<file path="config.mk">
export PLATFORM = sky130hd
export DESIGN_NAME = inst_axi_rd_bridge
export DESIGN_NICKNAME = d
export VERILOG_FILES = /design/src/rtl/inst_axi_rd_bridge.sv
export SDC_FILE = /design/constraint.sdc
export NUM_CORES = 1
export LEC_CHECK = 0
export CORE_UTILIZATION = 32
export DETAILED_ROUTE_END_ITERATION = 8
export GPL_TIMING_DRIVEN = 0
export PLACE_DENSITY_LB_ADDON = 0.2
export SLEW_MARGIN = 40
export SYNTH_ARGS = -nofsm -noshare
export SYNTH_HDL_FRONTEND = slang
export SYNTH_SLANG_ARGS = --single-unit
export TNS_END_PERCENT = 5
</file>
<file path="constraint.sdc">
create_clock -name clk -period 2.6 [get_ports clk]
set_input_delay 0.52 -clock clk [delete_from_list [all_inputs] [get_ports clk]]
set_output_delay 0.52 -clock clk [all_outputs]
set_load 0.02 [all_outputs]
</file>
<file path="src/rtl/inst_axi_rd_bridge.sv">
// inst_axi_rd_bridge
// Read-only bridge from the IF stage's SRAM-like instruction port to the AXI
// AR/R channels. Each accepted fetch becomes one single-beat AXI read, and
// the returned words go back to the IF stage in request order. The number of
// accepted-but-not-returned fetches is limited to MAX_OUT.
//
// Optional build macro: INST_BRIDGE_RBUF_EN
//   defined   : data_ok/rdata are registered, which adds one cycle after the
//               R handshake. The outstanding counter then retires on the
//               registered data_ok.
//   undefined : data_ok/rdata come straight from rvalid/rdata.
module inst_axi_rd_bridge #(
    parameter int         MAX_OUT  = 2,
    parameter logic [3:0] ARID_VAL = 4'd0
) (
    input  logic        clk,
    input  logic        reset,

    // SRAM-like instruction port
    input  logic        inst_sram_req,
    input  logic        inst_sram_wr,
    input  logic [1:0]  inst_sram_size,
    input  logic [3:0]  inst_sram_wstrb,
    input  logic [31:0] inst_sram_addr,
    input  logic [31:0] inst_sram_wdata,
    output logic        inst_sram_addr_ok,
    output logic        inst_sram_data_ok,
    output logic [31:0] inst_sram_rdata,

    // AXI AR channel
    output logic [3:0]  arid,
    output logic [31:0] araddr,
    output logic [7:0]  arlen,
    output logic [2:0]  arsize,
    output logic [1:0]  arburst,
    output logic [1:0]  arlock,
    output logic [3:0]  arcache,
    output logic [2:0]  arprot,
    output logic        arvalid,
    input  logic        arready,

    // AXI R channel
    input  logic [3:0]  rid,
    input  logic [31:0] rdata,
    input  logic [1:0]  rresp,
    input  logic        rlast,
    input  logic        rvalid,
    output logic        rready
);

    // Outstanding counter is sized to hold the value MAX_OUT itself.
    localparam int            CW      = $clog2(MAX_OUT + 1);
    localparam logic [CW-1:0] MAX_CNT = CW'(MAX_OUT);
    localparam logic [CW-1:0] ONE_CNT = CW'(1);

    // AR holding register: one pending read address waiting for arready.
    logic          ar_pend_q, ar_pend_d;
    logic [31:0]   ar_addr_q, ar_addr_d;
    logic [1:0]    ar_size_q, ar_size_d;

    // Fetches that were acknowledged with addr_ok but not yet returned.
    logic [CW-1:0] cnt_q, cnt_d;

    logic          accept;
    logic          retire;
    logic          unused_ok;

    // The write path and the R-channel sideband are not used by an
    // instruction fetch bridge. rid/rresp/rlast are ignored on purpose: one
    // ARID keeps the beats in order, and the IF stage deals with bus errors.
    assign unused_ok = ^{inst_sram_wstrb, inst_sram_wdata, rid, rresp, rlast};

    // A new fetch is taken only when the AR register is free (or frees this
    // very cycle through arready) and the registered counter has room. Using
    // the registered count means a data_ok in the same cycle does not open
    // a slot until the following cycle.
    assign accept = inst_sram_req & ~inst_sram_wr
                  & (~ar_pend_q | arready)
                  & (cnt_q < MAX_CNT);

    assign inst_sram_addr_ok = accept;

    // AR channel is driven straight from the holding register, so the
    // request stays stable for as long as arready is low.
    assign arvalid = ar_pend_q;
    assign araddr  = ar_addr_q;
    assign arsize  = {1'b0, ar_size_q};
    assign arid    = ARID_VAL;
    assign arlen   = 8'd0;
    assign arburst = 2'b01;
    assign arlock  = 2'b00;
    assign arcache = 4'd0;
    assign arprot  = 3'd0;

    // The IF stage never back-pressures returned data, so R is always ready.
    assign rready  = 1'b1;

`ifdef INST_BRIDGE_RBUF_EN
    logic        data_ok_q;
    logic [31:0] rdata_q;

    // Registered return path: capture each R beat for one cycle.
    always_ff @(posedge clk) begin
        if (reset) begin
            data_ok_q <= 1'b0;
            rdata_q   <= 32'd0;
        end else begin
            data_ok_q <= rvalid;
            if (rvalid) begin
                rdata_q <= rdata;
            end
        end
    end

    assign inst_sram_data_ok = data_ok_q;
    assign inst_sram_rdata   = rdata_q;
    assign retire            = data_ok_q;
`else
    // Combinational return path: an R beat is handed to the IF stage in the
    // same cycle it arrives.
    assign inst_sram_data_ok = rvalid;
    assign inst_sram_rdata   = rdata;
    assign retire            = rvalid;
`endif

    // Next-state for the AR holding register. A new accept overrides the
    // clear caused by a handshake, which allows back-to-back requests.
    always_comb begin
        ar_pend_d = ar_pend_q;
        ar_addr_d = ar_addr_q;
        ar_size_d = ar_size_q;
        if (accept) begin
            ar_pend_d = 1'b1;
            ar_addr_d = inst_sram_addr;
            ar_size_d = inst_sram_size;
        end else if (arready) begin
            ar_pend_d = 1'b0;
        end
    end

    // Next-state for the outstanding counter. An accept and a retire in the
    // same cycle cancel out. The guards keep the count within 0..MAX_OUT
    // even if the slave misbehaves.
    always_comb begin
        cnt_d = cnt_q;
        if (accept && !retire) begin
            if (cnt_q != MAX_CNT) begin
                cnt_d = cnt_q + ONE_CNT;
            end
        end else if (retire && !accept) begin
            if (cnt_q != '0) begin
                cnt_d = cnt_q - ONE_CNT;
            end
        end
    end

    // State registers for the AR holding register and the outstanding count.
    always_ff @(posedge clk) begin
        if (reset) begin
            ar_pend_q <= 1'b0;
            ar_addr_q <= 32'd0;
            ar_size_q <= 2'd0;
            cnt_q     <= '0;
        end else begin
            ar_pend_q <= ar_pend_d;
            ar_addr_q <= ar_addr_d;
            ar_size_q <= ar_size_d;
            cnt_q     <= cnt_d;
        end
    end

endmodule

</file>
# After elaboration in Yosys (flattened, before gate mapping)
# Cells that the tools add are included.
# word_totals
reg_bits	37
output_inout_bits	94
elab_cells	30
# op_classes
addsub	2
magnitude_cmp	1
n_eq_ne	2
mux	6
n_bitwise	6
n_reduce_logical	9
# ops
operator	count
$mux 2	4
$reduce_bool 2->1	4
$and 1x1->1	3
$reduce_and 3->1	1
$add 2x1->2 const B	1
$logic_and 1x1->1	2
$logic_not 1->1	2
$lt 2x2->1 const B	1
$mux 1	2
$ne 2x1->1 const B	1
$ne 2x2->1 const B	1
$not 1->1	2
$sub 2x1->2 const B	1
$or 1x1->1	1

# Logic depth before layout (Yosys ltp)
# Gate-level depths: netlist of the first run.
# depth
ltp_word	8
mapped_depth	8
depth_no_buf	7

# Least setup slack after synthesis of the first run
# Ideal clock, no wire load.
# synth_timing
kind	input-to-reg
from	in arready
to	reg cnt_q[1]
arrival_time_ns	1.684
slack_ns	0.846
path_stages	8
path_buffers	1
path_cell_list	nand2b_1 -> nand3_2 -> inv_6 -> buf_12 -> ha_1 -> nor3b_1 -> o21ai_0 -> a21oi_1
# synth_between
elab_chain_len	7
word_cells_on_any_way	11
classes_between	eq/ne: 1; mux: 1; bitwise: 3; reduce/logical: 6
# synth_lines
item	line	text
start: declaration	40	input logic arready,
$or 1x1->1 *	78	& (~ar_pend_q | arready)
$and 1x1->1 *	78	
$and 1x1->1 *	79	& (cnt_q < MAX_CNT);
via inst_sram_addr_ok	26	output logic inst_sram_addr_ok,
$logic_not 1->1	150	end else if (retire && !accept) begin
$logic_and 1x1->1	150	
$reduce_bool 2->1 (no line)	--	
$reduce_and 3->1 (no line)	--	
end signal: assignment	168	cnt_q <= cnt_d;
end: declaration	62	logic [CW-1:0] cnt_q, cnt_d;
# The timed path passes the listed nets; every way through them passes the cells marked *.
# A chain may end at the register's enable or synchronous reset.

# Worst setup path after layout of the first run
# layout_timing
from	in arready
to	out inst_sram_addr_ok
# layout_between
elab_chain_len	3
# layout_lines
item	line
$or 1x1->1	78
$and 1x1->1	78
$and 1x1->1	79
end: declaration	26
# No other way between the ends.

==> results of run 1 <==
path summary, 6_finish.rpt:
path | endpoint | startpoint | slack (ns)
setup / recovery | inst_sram_addr_ok | arready | 0.21
hold / removal | araddr[16] | araddr[16] | 0.47
setup reg to reg | cnt_q[1] | cnt_q[1] | 0.89
hold reg to reg | araddr[16] | araddr[16] | 0.47
metal layers:
| layer | share of wire | vias to the layer above |
|---|---|---|
| met4 | 0.0094 | 0 |
| met5 | 0 | - |
| met1 | 0.39 | 784 |
| li1 | - | 911 |
| met3 | 0.11 | 7 |
| met2 | 0.49 | 91 |
final cells by class:
type	instances	area, sq um
buffer	68	521.8
clock buffer	8	80.08
fill	604	2932
inverter	2	12.51
multi-input combinational	143	959.7
sequential	37	740.7
tap	77	96.34
timing repair buffer	108	1080
through the flow:
| step | TNS (ns) | setup slack, ns |
|---|---|---|
| after global routing | 0 | 0.1356 |
| after global placement | -0.07720 | -0.07720 |
| final | 0 | 0.2075 |
| after CTS | 0 | 0.1825 |
| after floorplan | 0 | 0.8460 |
| after detailed placement | -0.08011 | -0.08011 |
critical path, delay by kind of cell:
family	cells	cell delay, ns
buf+inv	4	1.09
simple gates	2	0.25
synthesized netlist by cell type:
library cell / count
sky130_fd_sc_hd__nand2_1: 1
sky130_fd_sc_hd__mux2i_1: 34
sky130_fd_sc_hd__nor2_1: 1
sky130_fd_sc_hd__inv_1: 1
sky130_fd_sc_hd__nor3b_1: 1
sky130_fd_sc_hd__clkbuf_1: 7
sky130_fd_sc_hd__nand3_2: 1
sky130_fd_sc_hd__nand2b_1: 69
sky130_fd_sc_hd__dfxtp_1: 37
sky130_fd_sc_hd__inv_6: 1
sky130_fd_sc_hd__a21oi_1: 3
sky130_fd_sc_hd__and2b_1: 1
sky130_fd_sc_hd__o21ai_0: 3
sky130_fd_sc_hd__buf_4: 58
sky130_fd_sc_hd__buf_12: 3
sky130_fd_sc_hd__nor2_2: 1
sky130_fd_sc_hd__ha_1: 1
sky130_fd_sc_hd__nor2b_1: 2
sky130_fd_sc_hd__conb_1: 2
kinds of logic (layout without fill, tap and decap cells):
kind of cell / Yosys count / in the layout / share of synthesized area
and+or+nand+nor: 77 / 77 / 0.2248
buffers and inverters: 70 / 186 / 0.2487
DFF: 37 / 37 / 0.3448
muxes: 34 / 34 / 0.1584
AOI/OAI and AO/OA: 6 / 6 / 0.01397
other: 2 / 25 / 0.003496
adders and majority gates: 1 / 1 / 0.005823
registers in the layout, indices dropped and copies added, names as in the netlist:
signal and count:
arvalid 1, ar_size_q 2, araddr 32, cnt_q 2
timing repair:
item	CTS	global route
endpoints found under the setup margin	1	0
hold buffers	0	0
resized for setup	1	0
power by group:
part / switching (mW) / internal, mW / total, mW
registers: 0.0146 / 0.596 / 0.610
logic: 0.194 / 0.256 / 0.450
clock network: 0.193 / 0.191 / 0.384
==> results.py, run 1 <==
metrics = {
    "timing": {
        "finalHoldWorstSlack_ns": 0.4733,
        "report.final.hold_viol_count": 0,
        "worst_clock_skew_ns": 0.006644,
        "max_freq_mhz": 418.0,
        "grt_setup_unrepaired": "no",
        "finalCritPeriodShare": 0.9202,
        "post-route-min-period_ns": 2.393,
        "setup-violations-final": 0,
        "slew_violations": 0,
    },
    "layout": {
        "drive_above_1_share": 0.1885,
        "finalCoreUtilization": 0.5435,
        "finish.instance_area_sq_mm": 0.003491,
        "stdcell_count": 443,
        "antenna_cells_inserted": 0,
        "most_common_cell_after_layout_fill_and_taps_aside": "sky130_fd_sc_hd__clkdlybuf4s50_1",
        "layout.cells.most_common_list": "sky130_fd_sc_hd__clkdlybuf4s50_1 (107), sky130_fd_sc_hd__nand2b_1 (69), sky130_fd_sc_hd__buf_4 (58)",
        "syn2layout_area_growth_pct": 62.49,
        "fin_nets": 481,
    },
    "worst_setup_path": {
        "worstSetupPathType": "primary input to output port",
        "critPathArrivalTime_ns": 1.87,
        "critical_path.endpoint_type": "output port",
        "crit_start_category": "primary input",
        "timing.critical_path.slowest_cell_delay_ns": 0.44,
        "crit_path_max_fanout": 11,
        "cp_data_required_time_ns": 2.08,
        "crit_path_top_delay_cell": "sky130_fd_sc_hd__clkdlybuf4s50_1",
        "r2r_cells": 8,
        "timing.critical_path.cells": "clkdlybuf4s50_1 -> nand2b_1 -> nand3_2 -> inv_6 -> buf_12 -> dlygate4sd2_1",
    },
    "cts": {
        "clock_tree.htree_level_count": 2,
        "clock_sink_count": 37,
        "clk_pin_slew_ns": 0.07,
        "tritoncts.num_buffers": 5,
        "cts_root_buffer": "sky130_fd_sc_hd__clkbuf_8",
        "cts_setup_buffers": 0,
        "ctsLongestPathBuffers": 2,
        "tritoncts": "built",
        "clk-insertion-delay-late_ns": 0.28,
    },
    "pwr": {
        "cellPowerDensity_mw_per_mm2": 413.7,
        "total_power_after_layout_mw": 1.444,
        "power.ir.vdd_worst_mv": 0.2638,
        "power.leakage_nw": 1.465,
    },
    "route": {
        "drt-pass1-iter-count": 6,
        "wl_per_cell_microns": 10.76,
        "postRouteWirelength_microns": 4768,
        "count_of_unresolved_drc_violations_after_routing": 26,
        "total_number_of_vias": 1793,
        "via_per_inst": 4.047,
        "drt_first_iter_violations": 50,
        "postRouteAntennaNets": 0,
    },
    "synth": {
        "syn_area_per_cell_sq_um": 9.464,
        "yosysSeqAreaShare": 0.3448,
        "post_synth_main_area_contributors": "sky130_fd_sc_hd__dfxtp_1 (34%), sky130_fd_sc_hd__buf_4 (20%), sky130_fd_sc_hd__nand2b_1 (20%), sky130_fd_sc_hd__mux2i_1 (16%), sky130_fd_sc_hd__buf_12 (2.8%)",
        "post_synth_inst_count": 227,
        "synthDominantCellAreaShare": 0.3448,
        "post-synth-top-area-cell": "sky130_fd_sc_hd__dfxtp_1",
        "yosys.cell_types.count": 19,
        "synth.ff_latch_count": 37,
        "ys.warnings.count": 0,
        "syn_area_sq_mm": 0.002148,
    },
    "place": {
        "dpl.cell_count": 435,
        "port_buffers": 108,
        "dp_hpwl_microns": 3736,
        "gp_routability_congestion": 0.6120,
        "dpl_cell_area_sq_mm": 0.003412,
    },
    "floorplan": {
        "die-width_microns": 83.94,
        "initial_utilization": 0.3345,
        "design.core.area_sq_mm": 0.006422,
        "boundaryPins": 209,
        "fp.dieArea_sq_mm": 0.007045,
        "std_cell_rows": 29,
        "die-height_microns": 83.94,
    },
    "grt": {
        "use_met1": 0.1436,
        "met2_usage": 0.2407,
        "largest_net_degree_at_the_start_of_global_routing": 12,
        "grt_pass1_vias": 1656,
        "top_usage_layer": "met2",
        "grt_first_pass_wirelength_microns": 7452,
        "gr-usage-met3": 0.04352,
        "antenna_found_initial": 0,
        "globalRoute.totalOverflow": 0,
        "grt_use_total": 0.1322,
    },
    "run_status": {
        "violated_checks": "DRC",
        "status": "complete, but fails checks",
    },
    "hold_path": {
        "timing.hold.worst_path_depth": 2,
        "hp_class": "flop to flop",
    },
    "run": {
        "cap_viol_max_count": 0,
    },
}
(Power assumes the default switching activity.)
==> run 2, diff against run 1 <==
Settings changed: CORE_UTILIZATION 32 to 33, CTS_BUF_LIST from default to sky130_fd_sc_hd__clkbuf_4.
==> run 2 against run 1 <==
Sequential share of layout area increased by 0.18 points. Combinational power about the same. Critical endpoint unchanged. Flip-flop and latch count unchanged. Sequential power about the same. Via count decreased by 0.50%. Worst hold slack improved by 0.0036 ns. Register-to-register slack improved by 0.04 ns. Utilization increased by 0.46 points. The run now ends clean. Critical path depth unchanged.
==> results.py, run 2 (synthesized netlist as in run 1, its figures left out) <==
metrics = {
    "layout": {
        "layout.cells.most_common_list": "sky130_fd_sc_hd__clkdlybuf4s50_1 (107), sky130_fd_sc_hd__nand2b_1 (69), sky130_fd_sc_hd__buf_4 (58)",
        "antenna_cells_inserted": 0,
        "most_common_cell_after_layout_fill_and_taps_aside": "sky130_fd_sc_hd__clkdlybuf4s50_1",
        "finalCoreUtilization": 0.5482,
        "largest_register_ff_count": 32,
        "fin_nets": 481,
        "syn2layout_area_growth_pct": 61.10,
        "drive_above_1_share": 0.1913,
        "fillCellCount": 600,
    },
    "worst_setup_path": {
        "cp_data_required_time_ns": 2.08,
        "crit_start_category": "primary input",
        "worstSetupPathType": "primary input to output port",
        "reg2reg_setup_slack_ns": 0.93,
        "critPathArrivalTime_ns": 1.88,
        "crit_path_top_delay_cell": "sky130_fd_sc_hd__clkdlybuf4s50_1",
        "critical_path.endpoint_type": "output port",
        "timing.critical_path.slowest_cell_delay_ns": 0.44,
        "crit_path_max_fanout": 11,
        "timing.critical_path.cells": "clkdlybuf4s50_1 -> nand2b_1 -> nand3_2 -> inv_6 -> buf_12 -> dlygate4sd2_1",
    },
    "cts": {
        "cts_setup_buffers": 0,
        "cts_root_buffer": "sky130_fd_sc_hd__clkbuf_4",
        "clock_tree.htree_level_count": 2,
        "tritoncts": "built",
        "clk_pin_slew_ns": 0.10,
        "tritoncts.num_buffers": 5,
        "hold_buffers": 0,
        "ctsLongestPathBuffers": 2,
        "clk-insertion-delay-late_ns": 0.34,
        "clock_sink_count": 37,
    },
    "route": {
        "via_per_inst": 4.027,
        "total_number_of_vias": 1784,
        "postRouteWirelength_microns": 4627,
        "drt_first_iter_violations": 42,
        "count_of_unresolved_drc_violations_after_routing": 0,
        "wl_per_cell_microns": 10.44,
        "postRouteAntennaNets": 0,
        "drt-pass1-iter-count": 4,
    },
    "grt": {
        "grt_first_pass_wirelength_microns": 6589,
        "largest_net_degree_at_the_start_of_global_routing": 12,
        "grt_use_total": 0.1294,
        "antenna_found_initial": 0,
        "globalRoute.totalOverflow": 0,
        "grt_pass1_vias": 1540,
    },
    "pwr": {
        "pwr-share-seq": 0.455,
        "share_clk_of_total_power": 0.210,
        "part_of_the_total_power_dissipated_in_combinational_logic": 0.335,
        "p_int_mw": 0.9493,
        "power.leakage_nw": 1.456,
        "cellPowerDensity_mw_per_mm2": 387.6,
        "total_power_after_layout_mw": 1.341,
        "p_switching_mw": 0.3921,
        "power.ir.vdd_worst_mv": 0.2029,
        "netSwitchingFraction": 0.2923,
    },
    "floorplan": {
        "fp.dieArea_sq_mm": 0.006837,
        "design.core.area_sq_mm": 0.006314,
        "std_cell_rows": 29,
        "die-height_microns": 82.69,
        "die-width_microns": 82.69,
        "boundaryPins": 209,
        "initial_utilization": 0.3403,
    },
    "timing": {
        "grt_setup_unrepaired": "no",
        "setup-violations-final": 0,
        "setup_total_negative_slack_ns": 0,
        "post-route-min-period_ns": 2.396,
        "finalHoldWorstSlack_ns": 0.4769,
        "report.final.hold_viol_count": 0,
        "slew_violations": 0,
        "finalCritPeriodShare": 0.9217,
        "max_freq_mhz": 417.3,
        "worst_clock_skew_ns": 0.009175,
    },
    "run": {
        "cap_viol_max_count": 0,
    },
    "place": {
        "dp_hpwl_microns": 3630,
        "gp_routability_congestion": 0.6747,
        "port_buffers": 108,
    },
    "hold_path": {
        "hp_class": "flop to flop",
    },
    "run_status": {
        "status": "completed",
    },
}
-- run 2: area by class of cell --
cell class | count | area, sq um | area share
clock buffer | 5 | 37.54 | 0.01085
tap | 77 | 96.34 | 0.02784
timing repair buffer | 108 | 1080 | 0.3120
inverter | 2 | 12.51 | 0.003615
multi-input combinational | 143 | 959.7 | 0.2773
clock inverter | 3 | 12.51 | 0.003615
buffer | 68 | 521.8 | 0.1508
sequential | 37 | 740.7 | 0.2140
-- run 2: final timing paths --
path / start / end / cells past startpoint
worst max-delay path: arready / inst_sram_addr_ok / 6
worst min-delay path: araddr[28] / araddr[28] / 2
worst max register to register: cnt_q[1] / cnt_q[1] / 8
worst min register to register: araddr[28] / araddr[28] / 2
-- run 2: power groups by stage --
stage,logic (mW),clock network (mW),registers (mW)
final,0.449,0.282,0.611
after global routing,0.482,0.327,0.614
after CTS,0.454,0.304,0.611
after detailed placement,0.453,0,0.623
after global placement,0.450,0,0.623
after floorplan,0.232,0,0.657
-- run 2: repair_timing --
item | CTS | global route
endpoints found under the hold margin | 0 | 0
endpoints found under the setup margin | 1 | 0
resized for setup | 1 | 0
-- run 2: worst max-delay path, delay by kind of cell --
family	cells	cell delay, ns
simple gates	2	0.26
buf+inv	4	1.10
-- run 2: stage by stage --
stage               instances  setup WS, ns  instance area (sq um)
global route              443        0.1039                   3461
finish                    443        0.2036                   3461
detailed placement        435      -0.08436                   3412
floorplan                 250        0.8460                   2235
CTS                       443        0.1844                   3461
global placement          435      -0.08676                   3412
-- run 2: routing by layer --
layer	track usage	wire (microns)	share of wire	vias to the layer above
met4	0.06034	63	0.014	0
met2	0.2336	2290	0.49	85
met1	0.1355	1821	0.39	783
met3	0.04066	451	0.097	7
met5	0	0	0	-
li1	-	-	-	909
